[src/rtl/load_store_unit_pkg.sv]
// Shared definitions for the byte-serial load/store unit:
// funct3 encodings, FSM states and request decode helpers.
package lsu_pkg;

    localparam logic [2:0] F3_B  = 3'b000;
    localparam logic [2:0] F3_H  = 3'b001;
    localparam logic [2:0] F3_W  = 3'b010;
    localparam logic [2:0] F3_BU = 3'b100;
    localparam logic [2:0] F3_HU = 3'b101;

    typedef enum logic [1:0] {
        S_IDLE   = 2'd0,
        S_ACCESS = 2'd1,
        S_RESP   = 2'd2
    } lsu_state_t;

    function automatic logic [2:0] bytes_for(input logic [2:0] f3);
        logic [2:0] n;
        n = 3'd0;
        unique case (f3)
            F3_B, F3_BU: n = 3'd1;
            F3_H, F3_HU: n = 3'd2;
            F3_W:        n = 3'd4;
            default:     n = 3'd0;
        endcase
        return n;
    endfunction

    // Unsigned variants only make sense for loads.
    function automatic logic f3_legal(input logic we, input logic [2:0] f3);
        logic ok;
        ok = 1'b0;
        unique case (f3)
            F3_B, F3_H, F3_W: ok = 1'b1;
            F3_BU, F3_HU:     ok = !we;
            default:          ok = 1'b0;
        endcase
        return ok;
    endfunction

endpackage

[src/rtl/load_store_unit_if.sv]
// Core-side request/response handshake plus the byte-wide
// data-memory port of the load/store unit.
interface load_store_unit_if #(
    parameter int ADDRESS_WIDTH = 32,
    parameter int DATA_WIDTH    = 32
);
    logic                     req_valid;
    logic                     req_ready;
    logic                     req_we;
    logic [2:0]               req_funct3;
    logic [ADDRESS_WIDTH-1:0] req_addr;
    logic [DATA_WIDTH-1:0]    req_wdata;
    logic                     resp_valid;
    logic                     resp_ready;
    logic [DATA_WIDTH-1:0]    resp_rdata;
    logic                     resp_err;
    logic [ADDRESS_WIDTH-1:0] mem_addr;
    logic [7:0]               mem_wdata;
    logic                     mem_we;
    logic [7:0]               mem_rdata;

    modport slave (
        input  req_valid, req_we, req_funct3, req_addr, req_wdata,
        input  resp_ready, mem_rdata,
        output req_ready, resp_valid, resp_rdata, resp_err,
        output mem_addr, mem_wdata, mem_we
    );

    modport master (
        output req_valid, req_we, req_funct3, req_addr, req_wdata,
        output resp_ready, mem_rdata,
        input  req_ready, resp_valid, resp_rdata, resp_err,
        input  mem_addr, mem_wdata, mem_we
    );

endinterface

[src/rtl/load_store_unit_load_extend.sv]
// Sign/zero extension of gathered load bytes; shared with the
// datapath writeback mux.
module load_extend
    import lsu_pkg::*;
(
    input  logic [31:0] i_rdbuf,
    input  logic [2:0]  i_funct3,
    output logic [31:0] o_data
);

    always_comb begin
        o_data = i_rdbuf;
        unique case (i_funct3)
            F3_B:    o_data = {{24{i_rdbuf[7]}}, i_rdbuf[7:0]};
            F3_H:    o_data = {{16{i_rdbuf[15]}}, i_rdbuf[15:0]};
            F3_BU:   o_data = {24'd0, i_rdbuf[7:0]};
            F3_HU:   o_data = {16'd0, i_rdbuf[15:0]};
            default: o_data = i_rdbuf;
        endcase
    end

endmodule

[src/rtl/load_store_unit.sv]
// Byte-serial load/store initiator: one request at a time, split
// into 1/2/4 little-endian byte accesses on the memory port.
module load_store_unit
    import lsu_pkg::*;
#(
    parameter int ADDRESS_WIDTH = 32,
    parameter int DATA_WIDTH    = 32
) (
    input  logic clk,
    input  logic rst_n,
    load_store_unit_if.slave bus
);

    lsu_state_t               r_state;
    lsu_state_t               w_next;
    logic                     r_we;
    logic [2:0]               r_f3;
    logic [ADDRESS_WIDTH-1:0] r_addr;
    logic [DATA_WIDTH-1:0]    r_wdata;
    logic [1:0]               r_idx;
    logic [1:0]               r_last;
    logic                     r_err;
    logic [31:0]              r_rdbuf;

    logic                     w_accept;
    logic                     w_legal;
    logic [2:0]               w_nbytes;
    logic [4:0]               w_bit;
    logic [31:0]              w_ext;

    assign w_legal  = f3_legal(bus.req_we, bus.req_funct3);
    assign w_nbytes = bytes_for(bus.req_funct3);
    assign w_accept = (r_state == S_IDLE) && bus.req_valid;
    assign w_bit    = {r_idx, 3'b000};

    load_extend u_ext (
        .i_rdbuf  (r_rdbuf),
        .i_funct3 (r_f3),
        .o_data   (w_ext)
    );

    always_ff @(posedge clk or negedge rst_n) begin
        if (!rst_n) begin
            r_state <= S_IDLE;
        end else begin
            r_state <= w_next;
        end
    end

    always_comb begin
        w_next          = r_state;
        bus.req_ready   = 1'b0;
        bus.resp_valid  = 1'b0;
        bus.resp_rdata  = '0;
        bus.resp_err    = 1'b0;
        bus.mem_we      = 1'b0;
        bus.mem_addr    = '0;
        bus.mem_wdata   = '0;
        unique case (r_state)
            S_IDLE: begin
                bus.req_ready = 1'b1;
                if (bus.req_valid) begin
                    w_next = w_legal ? S_ACCESS : S_RESP;
                end
            end
            S_ACCESS: begin
                bus.mem_addr = r_addr + ADDRESS_WIDTH'(r_idx);
                bus.mem_we   = r_we;
                if (r_we) begin
                    bus.mem_wdata = r_wdata[w_bit +: 8];
                end
                if (r_idx == r_last) begin
                    w_next = S_RESP;
                end
            end
            S_RESP: begin
                bus.resp_valid = 1'b1;
                bus.resp_err   = r_err;
                if (!r_we && !r_err) begin
                    bus.resp_rdata = DATA_WIDTH'(w_ext);
                end
                if (bus.resp_ready) begin
                    w_next = S_IDLE;
                end
            end
            default: w_next = S_IDLE;
        endcase
    end

    always_ff @(posedge clk or negedge rst_n) begin
        if (!rst_n) begin
            r_we    <= 1'b0;
            r_f3    <= 3'd0;
            r_addr  <= '0;
            r_wdata <= '0;
            r_idx   <= 2'd0;
            r_last  <= 2'd0;
            r_err   <= 1'b0;
            r_rdbuf <= '0;
        end else if (w_accept) begin
            r_we    <= bus.req_we;
            r_f3    <= bus.req_funct3;
            r_addr  <= bus.req_addr;
            r_wdata <= bus.req_wdata;
            r_idx   <= 2'd0;
            r_last  <= 2'(w_nbytes - 3'd1);
            r_err   <= !w_legal;
            r_rdbuf <= '0;
        end else if (r_state == S_ACCESS) begin
            r_idx <= r_idx + 2'd1;
            if (!r_we) begin
                r_rdbuf[w_bit +: 8] <= bus.mem_rdata;
            end
        end
    end

endmodule

[src/flat_wrapper.sv]
// flat-port wrapper written by rule: the top's interface ports become plain ports
module load_store_unit_flat import lsu_pkg::*;
#(
    parameter int ADDRESS_WIDTH = 32,
    parameter int DATA_WIDTH    = 32
)
  (clk, rst_n, bus_req_valid, bus_req_we, bus_req_funct3, bus_req_addr, bus_req_wdata, bus_resp_ready, bus_mem_rdata, bus_req_ready, bus_resp_valid, bus_resp_rdata, bus_resp_err, bus_mem_addr, bus_mem_wdata, bus_mem_we);
  load_store_unit_if #(.ADDRESS_WIDTH(ADDRESS_WIDTH), .DATA_WIDTH(DATA_WIDTH)) bus_i ();
  input  logic clk;
  input  logic rst_n;
  input wire logic [$bits(bus_i.req_valid)-1:0] bus_req_valid;
  input wire logic [$bits(bus_i.req_we)-1:0] bus_req_we;
  input wire logic [$bits(bus_i.req_funct3)-1:0] bus_req_funct3;
  input wire logic [$bits(bus_i.req_addr)-1:0] bus_req_addr;
  input wire logic [$bits(bus_i.req_wdata)-1:0] bus_req_wdata;
  input wire logic [$bits(bus_i.resp_ready)-1:0] bus_resp_ready;
  input wire logic [$bits(bus_i.mem_rdata)-1:0] bus_mem_rdata;
  output wire logic [$bits(bus_i.req_ready)-1:0] bus_req_ready;
  output wire logic [$bits(bus_i.resp_valid)-1:0] bus_resp_valid;
  output wire logic [$bits(bus_i.resp_rdata)-1:0] bus_resp_rdata;
  output wire logic [$bits(bus_i.resp_err)-1:0] bus_resp_err;
  output wire logic [$bits(bus_i.mem_addr)-1:0] bus_mem_addr;
  output wire logic [$bits(bus_i.mem_wdata)-1:0] bus_mem_wdata;
  output wire logic [$bits(bus_i.mem_we)-1:0] bus_mem_we;
  assign bus_i.req_valid = bus_req_valid;
  assign bus_i.req_we = bus_req_we;
  assign bus_i.req_funct3 = bus_req_funct3;
  assign bus_i.req_addr = bus_req_addr;
  assign bus_i.req_wdata = bus_req_wdata;
  assign bus_i.resp_ready = bus_resp_ready;
  assign bus_i.mem_rdata = bus_mem_rdata;
  assign bus_req_ready = bus_i.req_ready;
  assign bus_resp_valid = bus_i.resp_valid;
  assign bus_resp_rdata = bus_i.resp_rdata;
  assign bus_resp_err = bus_i.resp_err;
  assign bus_mem_addr = bus_i.mem_addr;
  assign bus_mem_wdata = bus_i.mem_wdata;
  assign bus_mem_we = bus_i.mem_we;
  load_store_unit #(.ADDRESS_WIDTH(ADDRESS_WIDTH), .DATA_WIDTH(DATA_WIDTH)) u_core (.clk(clk), .rst_n(rst_n), .bus(bus_i));
endmodule
[config.mk]
export PLATFORM = sky130hd
export DESIGN_NAME = load_store_unit_flat
export DESIGN_NICKNAME = d
export VERILOG_FILES = /design/src/rtl/load_store_unit_pkg.sv /design/src/rtl/load_store_unit_if.sv /design/src/rtl/load_store_unit_load_extend.sv /design/src/rtl/load_store_unit.sv /design/src/flat_wrapper.sv
export SDC_FILE = /design/constraint.sdc
export NUM_CORES = 1
export LEC_CHECK = 0
export ABC_AREA = 1
export BUFFER_PORTS_ARGS = -buffer_cell sky130_fd_sc_hd__buf_2
export CAP_MARGIN = 10
export CORE_AREA = 2 2 135 85
export DETAILED_ROUTE_END_ITERATION = 8
export DIE_AREA = 0 0 137 87
export GPL_TIMING_DRIVEN = 0
export PLACE_DENSITY = 0.85
export SLEW_MARGIN = 0
export SYNTH_ARGS = -nofsm -noshare
export SYNTH_HDL_FRONTEND = slang
export SYNTH_SLANG_ARGS = --single-unit
[constraint.sdc]
create_clock -name clk -period 3.3 [get_ports clk]
set_input_delay 0.33 -clock clk [delete_from_list [all_inputs] [get_ports clk]]
set_output_delay 0.33 -clock clk [all_outputs]
set_load 0.01 [all_outputs]
==> results of run 1 <==
sequential cells by signal (all words and copies together), names as in the netlist:
register,cells
u_core.r_rdbuf,32
u_core.r_last,2
u_core.r_addr,32
u_core.r_f3,3
u_core.r_we,1
u_core.r_err,1
u_core.r_state,2
u_core.r_idx,2
u_core.r_wdata,32
critical path, delay by kind of cell (launching register included):
kind / cells / cell delay [ns]
adders and majority gates: 1 / 0.31
buffers and inverters: 1 / 0.18
DFF: 1 / 0.46
and+or+nand+nor: 6 / 1.19
cell families after synthesis:
kind of cell	count (synthesis)
and+or+nand+nor	522
AOI/OAI and AO/OA	119
DFF	107
buffers and inverters	102
xor gates and xnor gates	7
adders and majority gates	7
per-layer routing:
metal / share of wire [%] / routed length (um) / track usage, % / vias to the layer above
met2: 38 / 7041 / 41.47 / 333
met4: 0.91 / 167 / 5.811 / 0
met5: 0 / 0 / 0 / -
met3: 12 / 2202 / 10.01 / 17
li1: - / - / - / 3031
met1: 49 / 8975 / 50.81 / 2844
cells in the final DEF (no fill, tap or decap), drive strengths merged, types with 4 or more instances in the layout:
master	n
nand2	311
buf	178
nor2	156
dfrtp	107
o21ai	84
inv	72
nand3	37
a21oi	33
clkbuf	20
nand3b	9
xnor2	6
ha	6
nor3	4
power by group through the flow:
stage                     clock, mW  sequential [mW]  combinational [mW]
after detailed placement          0             2.23                2.56
after global routing           1.18             2.29                2.94
after CTS                      1.13             2.22                2.58
after global placement            0             2.23                2.50
final                          1.12             2.24                2.61
after floorplan                   0             2.11                1.81
per-stage QoR:
stage | area [um^2] | util, % | total power [mW] | setup slack, ns
3_3_place_gp | 7002 | 64.77 | 4.723 | 0.6863
6_report | 7342 | 67.92 | 5.961 | 0.4910
3_5_place_dp | 7032 | 65.05 | 4.797 | 0.7732
2_1_floorplan | 6046 | - | 3.917 | 1.323
5_1_grt | 7342 | 67.92 | 6.405 | 0.3248
4_1_cts | 7342 | 67.92 | 5.926 | 0.5131
layout make-up:
class / count / area (um^2)
repair buffers: 156 / 805.8
flip-flops and latches: 107 / 2678
inverters: 70 / 265.3
clock buffers: 10 / 239.0
multi-input cells: 655 / 2922
well taps: 144 / 180.2
plain buffers: 32 / 181.4
clock inverters: 6 / 71.32
fillers: 958 / 3468
worst min-delay path by stage:
stage	start	end	slack, ns	cells after the start
detailed placement	rst_n	u_core.r_rdbuf[6]	0.43	1
CTS	rst_n	u_core.r_rdbuf[6]	0.07	1
finish	rst_n	u_core.r_rdbuf[1]	0.04	1
floorplan	rst_n	u_core.r_addr[0]	0.03	0
global placement	u_core.r_wdata[27]	u_core.r_wdata[27]	0.46	2
global route	rst_n	u_core.r_rdbuf[1]	0.09	1
==> results_dict.tcl, run 1 <==
set metrics [dict create \
    crit_end "bus_mem_addr[13]" \
    hold_viol_final 0 \
    layout.cells.non_filler 1180 \
    synth_top_area_share_pct 44.29 \
    synth_compound_area_share_pct 10.47 \
    power_switching_mw 2.669 \
    synth_mux_area_share_pct 0 \
    endpoint_kind "output pin" \
    cts_root_buf "clkbuf_16" \
    gp_congestion 0.9970 \
    die_w_um 137 \
    period_share_pct 85.12 \
    overflow 0 \
    synth_flop_cell "dfrtp_1" \
    die_area_mm2 0.01192 \
    hp-class "in2async" \
    antenna_found_initial 0 \
    grt.total_usage_pct 31.68 \
    synth-edff-count 0 \
    ys.warnings.count 0 \
    post-place-cells 1164 \
    cts_tree "done" \
    ctsResizeCount 0 \
    max_slew_margin_pct 51.31 \
    clk_pin_slew_ns 0.07 \
    portBuffers 155 \
    rr_startpoint "u_core.r_idx[0]" \
    reg2reg_to "u_core.r_rdbuf[24]" \
    routed_wl_um 18390 \
    grt_pass1_wl_um 28460 \
    synth_commonest_cells "nand2_1 (306), nor2_1 (153), dfrtp_1 (107)" \
    async_flop_share_pct 100.0 \
    cap_violations 0 \
    critPathKind "reg2out" \
    clkLatencyLatePin_ns 0.34 \
    worst_slew_pin_slew_ns 0.7304 \
    netSwitchingFraction_pct 44.78 \
    ios 156 \
    seq_area_frac_synth_pct 44.29 \
    grt_pass1_vias 5509 \
    rsz0062_at_grt "false" \
    via_per_inst 5.275 \
    crit_path_start_kind "flip-flop" \
    slew_viol_final 0 \
    syn-cell-area_mm2 0.006046 \
    wl_per_cell_um 15.58 \
    clock.fmax_mhz 356.0 \
    rr_worst_depth 10 \
    fin_tns_setup_ns 0 \
    irDropWorstVdd_uv 464.0 \
    die_h_um 87 \
    syn-num-nets 951 \
    synthSimpleGateAreaFrac_pct 35.26 \
    initial_core_util_pct 55.93 \
    first_iter_violations 615 \
    num_rows 30 \
    htree_levels 3 \
    clockBufferDepth 2 \
    synth.most_common_cell "nand2_1" \
    slowest_stage "dfrtp_1" \
    synthTopCellsByArea "dfrtp_1 (44%), nand2_1 (19%), nor2_1 (9.5%)" \
    ant_nets 0 \
    place_hpwl_um 14070 \
    drive_above_1_share_pct 20.66 \
    area_growth_pct 21.44 \
    grt_max_degree 56 \
    vias 6225 \
    synthCells 864 \
    firstDrtPassIters 5 \
    synth_seq_cells 107 \
    cts_setup_buffers 0 \
    synth_top_family_by_area "simple AND/OR/NAND/NOR gates" \
    p_comb_share_pct 43.8 \
    p_clk_share_pct 18.7 \
    r2r_slack_ns 0.65 \
    cts-buffers-inserted 9 \
    cts_num_sinks 107 \
    intPower_mw 3.292 \
    outcome "finished clean" \
    crit_arrival_ns 2.48 \
    period_minus_slack_ns 2.809 \
    startpoint "u_core.r_idx[1]" \
    crit_path_max_fanout 7 \
    cpPeakStageDelay_ns 0.46 \
    hold_buffers 0 \
    cp_cell_sequence "ha_1 > nand3_1 > nand2_1 > nand2_1 > nor2_1 > nor2_1 > nor3_1 > buf_2" \
    holdWs_ns 0.03568 \
    antenna_cells 0 \
    fin_skew_ns 0.004587 \
    synth.largest_area_cell "dfrtp_1" \
    synthDistinctLibCells 36 \
    synth_fa_ha_area_share_pct 1.573 \
    cellPowerDensity_mw_per_mm2 811.9 \
    fin_nets 1118 \
    cp.required_ns 2.97 \
    setup_viol 0 \
    p_leak_nw 3.810 \
    core_area_mm2 0.01081 \
    seqPwrFrac_pct 37.5 \
    synth_xor_area_share_pct 1.014 \
    syn_area_per_cell_um2 6.997 \
    drc_errors 0 \
]
No activity file was read; power rests on OpenSTA's default activity.
==> run 2, diff against run 1 <==
--- a/config.mk
+++ b/config.mk
@@ -8,11 +8,12 @@
 export ABC_AREA = 1
 export BUFFER_PORTS_ARGS = -buffer_cell sky130_fd_sc_hd__buf_2
 export CAP_MARGIN = 10
-export CORE_AREA = 2 2 135 85
+export CORE_AREA = 2 2 145 91
+export CTS_BUF_LIST = sky130_fd_sc_hd__clkbuf_8
 export DETAILED_ROUTE_END_ITERATION = 8
-export DIE_AREA = 0 0 137 87
+export DIE_AREA = 0 0 147 93
 export GPL_TIMING_DRIVEN = 0
-export PLACE_DENSITY = 0.85
+export PLACE_DENSITY = 0.78
 export SLEW_MARGIN = 0
 export SYNTH_ARGS = -nofsm -noshare
 export SYNTH_HDL_FRONTEND = slang
==> constraint.sdc (replaced) <==
create_clock -name clk -period 2.45 [get_ports clk]
set_input_delay 0.245 -clock clk [delete_from_list [all_inputs] [get_ports clk]]
set_output_delay 0.245 -clock clk [all_outputs]
set_load 0.01 [all_outputs]
==> run 2 against run 1 <==
Compared with the run above: the run now ends with setup timing left; sequential share of layout area down 0.59 points; clock power up 4%; routed wire length up 2.6%; register-to-register slack worse by 0.48 ns; total power up 31%; largest cell class unchanged.
==> results_dict.tcl, run 2 (same netlist as run 1, synthesis figures left out) <==
set metrics [dict create \
    outcome "complete, but fails checks" \
    violations "setup timing" \
    antenna_cells 0 \
    worst_slew_pin_slew_ns 0.8029 \
    irDropWorstVdd_uv 395.5 \
    crit_path_start_kind "flip-flop" \
    ios 156 \
    die_w_um 147 \
    setup_viol 1 \
    grt_pass1_vias 5728 \
    cts_num_sinks 107 \
    seqPwrFrac_pct 38.8 \
    netSwitchingFraction_pct 46.55 \
    hold_path_startpoint "bus_req_wdata[15]" \
    critical-path-top-delay-family "simple AND/OR/NAND/NOR gates" \
    htree_levels 3 \
    critPathBufInv 2 \
    hp-class "in2reg" \
    routed_wl_um 18870 \
    crit_arrival_ns 2.22 \
    first_iter_violations 554 \
    fin_ws_ns -0.01647 \
    cts_tree "done" \
    fin_nets 1123 \
    fin_tns_setup_ns -0.01647 \
    crit_path_max_fanout 7 \
    p_clk_share_pct 14.9 \
    clkLatencyLatePin_ns 0.38 \
    core_area_mm2 0.01241 \
    regArea_mm2 0.002679 \
    slew_viol_final 0 \
    cts_root_buf "clkbuf_8" \
    vias 6139 \
    crit_top_cell "nand2_1" \
    die_h_um 93 \
    critPathKind "reg2out" \
    drive_above_1_share_pct 23.73 \
    max_slew_margin_pct 46.47 \
    clk_pin_slew_ns 0.11 \
    ant_nets 0 \
    multiInputGateArea_mm2 0.003052 \
    cp_cell_sequence "ha_1 > nand3_1 > nand2_4 > inv_1 > nor2_2 > nand2_1 > nand2_1 > nand2_1 > nor2_1 > buf_2" \
    initial_core_util_pct 48.71 \
    grt_pass1_wl_um 29900 \
    num_rows 32 \
    via_per_inst 5.069 \
    grt.total_usage_pct 28.31 \
    die_area_mm2 0.01367 \
    rsz0062_at_grt "true" \
    cts-buffers-inserted 9 \
    final_util_pct 60.15 \
    drc_errors 0 \
    final_common_cell "nand2_1" \
    fin_skew_ns 0.006631 \
    period_minus_slack_ns 2.466 \
    power_switching_mw 3.637 \
    firstDrtPassIters 5 \
    cap_violations 0 \
    slowest_stage "dfrtp_2" \
    endpoint_kind "output pin" \
    reg_top3 "u_core.r_addr x32, u_core.r_rdbuf x32, u_core.r_wdata x32" \
    total_power_mw 7.812 \
    rr_startpoint "u_core.r_idx[0]" \
    startpoint "u_core.r_idx[1]" \
    intPower_mw 4.175 \
    n_fill_cell 1231 \
    grt_max_degree 61 \
    overflow 0 \
    clock.fmax_mhz 405.4 \
    cpPeakStageDelay_ns 0.47 \
    gp_congestion 1.016 \
    hold_viol_final 0 \
    place_hpwl_um 14510 \
    layout.cells.non_filler 1211 \
    wl_per_cell_um 15.58 \
    final_cell_mix "nand2_1 (301), buf_2 (165), nor2_1 (139)" \
    area_growth_pct 23.49 \
    clockBufferDepth 2 \
    cellPowerDensity_mw_per_mm2 1046 \
    p_leak_nw 3.840 \
    post-place-cells 1190 \
    period_share_pct 100.7 \
    cp.required_ns 2.20 \
    portBuffers 155 \
    p_comb_share_pct 46.3 \
    antenna_found_initial 0 \
]
==> run 2: power groups by stage <==
stage	registers [mW]	clock network [mW]	logic, mW
floorplan	2.84	0	2.44
global placement	3.00	0	3.36
detailed placement	3.02	0	3.44
CTS	3.00	1.17	3.49
global route	3.11	1.24	4.09
finish	3.03	1.16	3.62
==> run 2: what timing repair did <==
| item | 4_1_cts | 5_1_grt |
|---|---|---|
| resized for setup | 19 | 32 |
| hold endpoints to repair | 59 | 0 |
| setup buffers | 1 | 3 |
| hold buffers | 1 | 0 |
| cloned | 0 | 0 |
| pin swaps | 0 | 5 |
| setup endpoints to repair | 46 | 57 |
==> run 2: worst reg2reg max path, delay by kind of cell, from the launching register on <==
kind / cells / cell delay (ns)
AOI/OAI and AO/OA: 1 / 0.10
buffers and inverters: 5 / 0.79
DFF: 1 / 0.45
adders and majority gates: 1 / 0.33
and+or+nand+nor: 3 / 0.55
==> run 2: worst paths after layout <==
| check | to | slack, ns | depth (start not counted) |
|---|---|---|---|
| max in group asynchronous | u_core.r_rdbuf[21] | 1.23 | 3 |
| max | bus_mem_addr[27] | -0.02 | 10 |
| min | u_core.r_wdata[15] | 0.05 | 3 |
| min in group asynchronous | u_core.r_addr[9] | 0.50 | 2 |
| max reg2reg | u_core.r_rdbuf[25] | 0.17 | 10 |
| min reg2reg | u_core.r_wdata[24] | 0.49 | 2 |
==> run 2: metal layers <==
| metal | vias up | track usage [%] | routed length, um |
|---|---|---|---|
| met3 | 11 | 5.756 | 1708 |
| met4 | 0 | 3.926 | 112 |
| met5 | - | 0 | 0 |
| met1 | 2826 | 46.14 | 9747 |
| met2 | 257 | 39.01 | 7301 |
| li1 | 3045 | - | - |
==> run 2: cell type report <==
type                    instances  area share (%)
multi-input cells             655           40.87
repair buffers                161           11.38
clock inverters                 6          0.9553
plain buffers                  32           2.665
inverters                      70           3.553
clock buffers                  10           1.843
flip-flops and latches        107           35.88
well taps                     170           2.849
==> run 2: stage by stage <==
stage | area, um^2 | hold slack [ns] | worst slack [ns]
2_1_floorplan | 6046 | -0.05059 | 0.4730
3_3_place_gp | 7034 | 0.4419 | -0.09134
3_5_place_dp | 7064 | 0.3898 | -0.1185
4_1_cts | 7342 | 0.03993 | 0.007877
5_1_grt | 7466 | 0.04215 | -0.06868
6_report | 7466 | 0.04958 | -0.01647
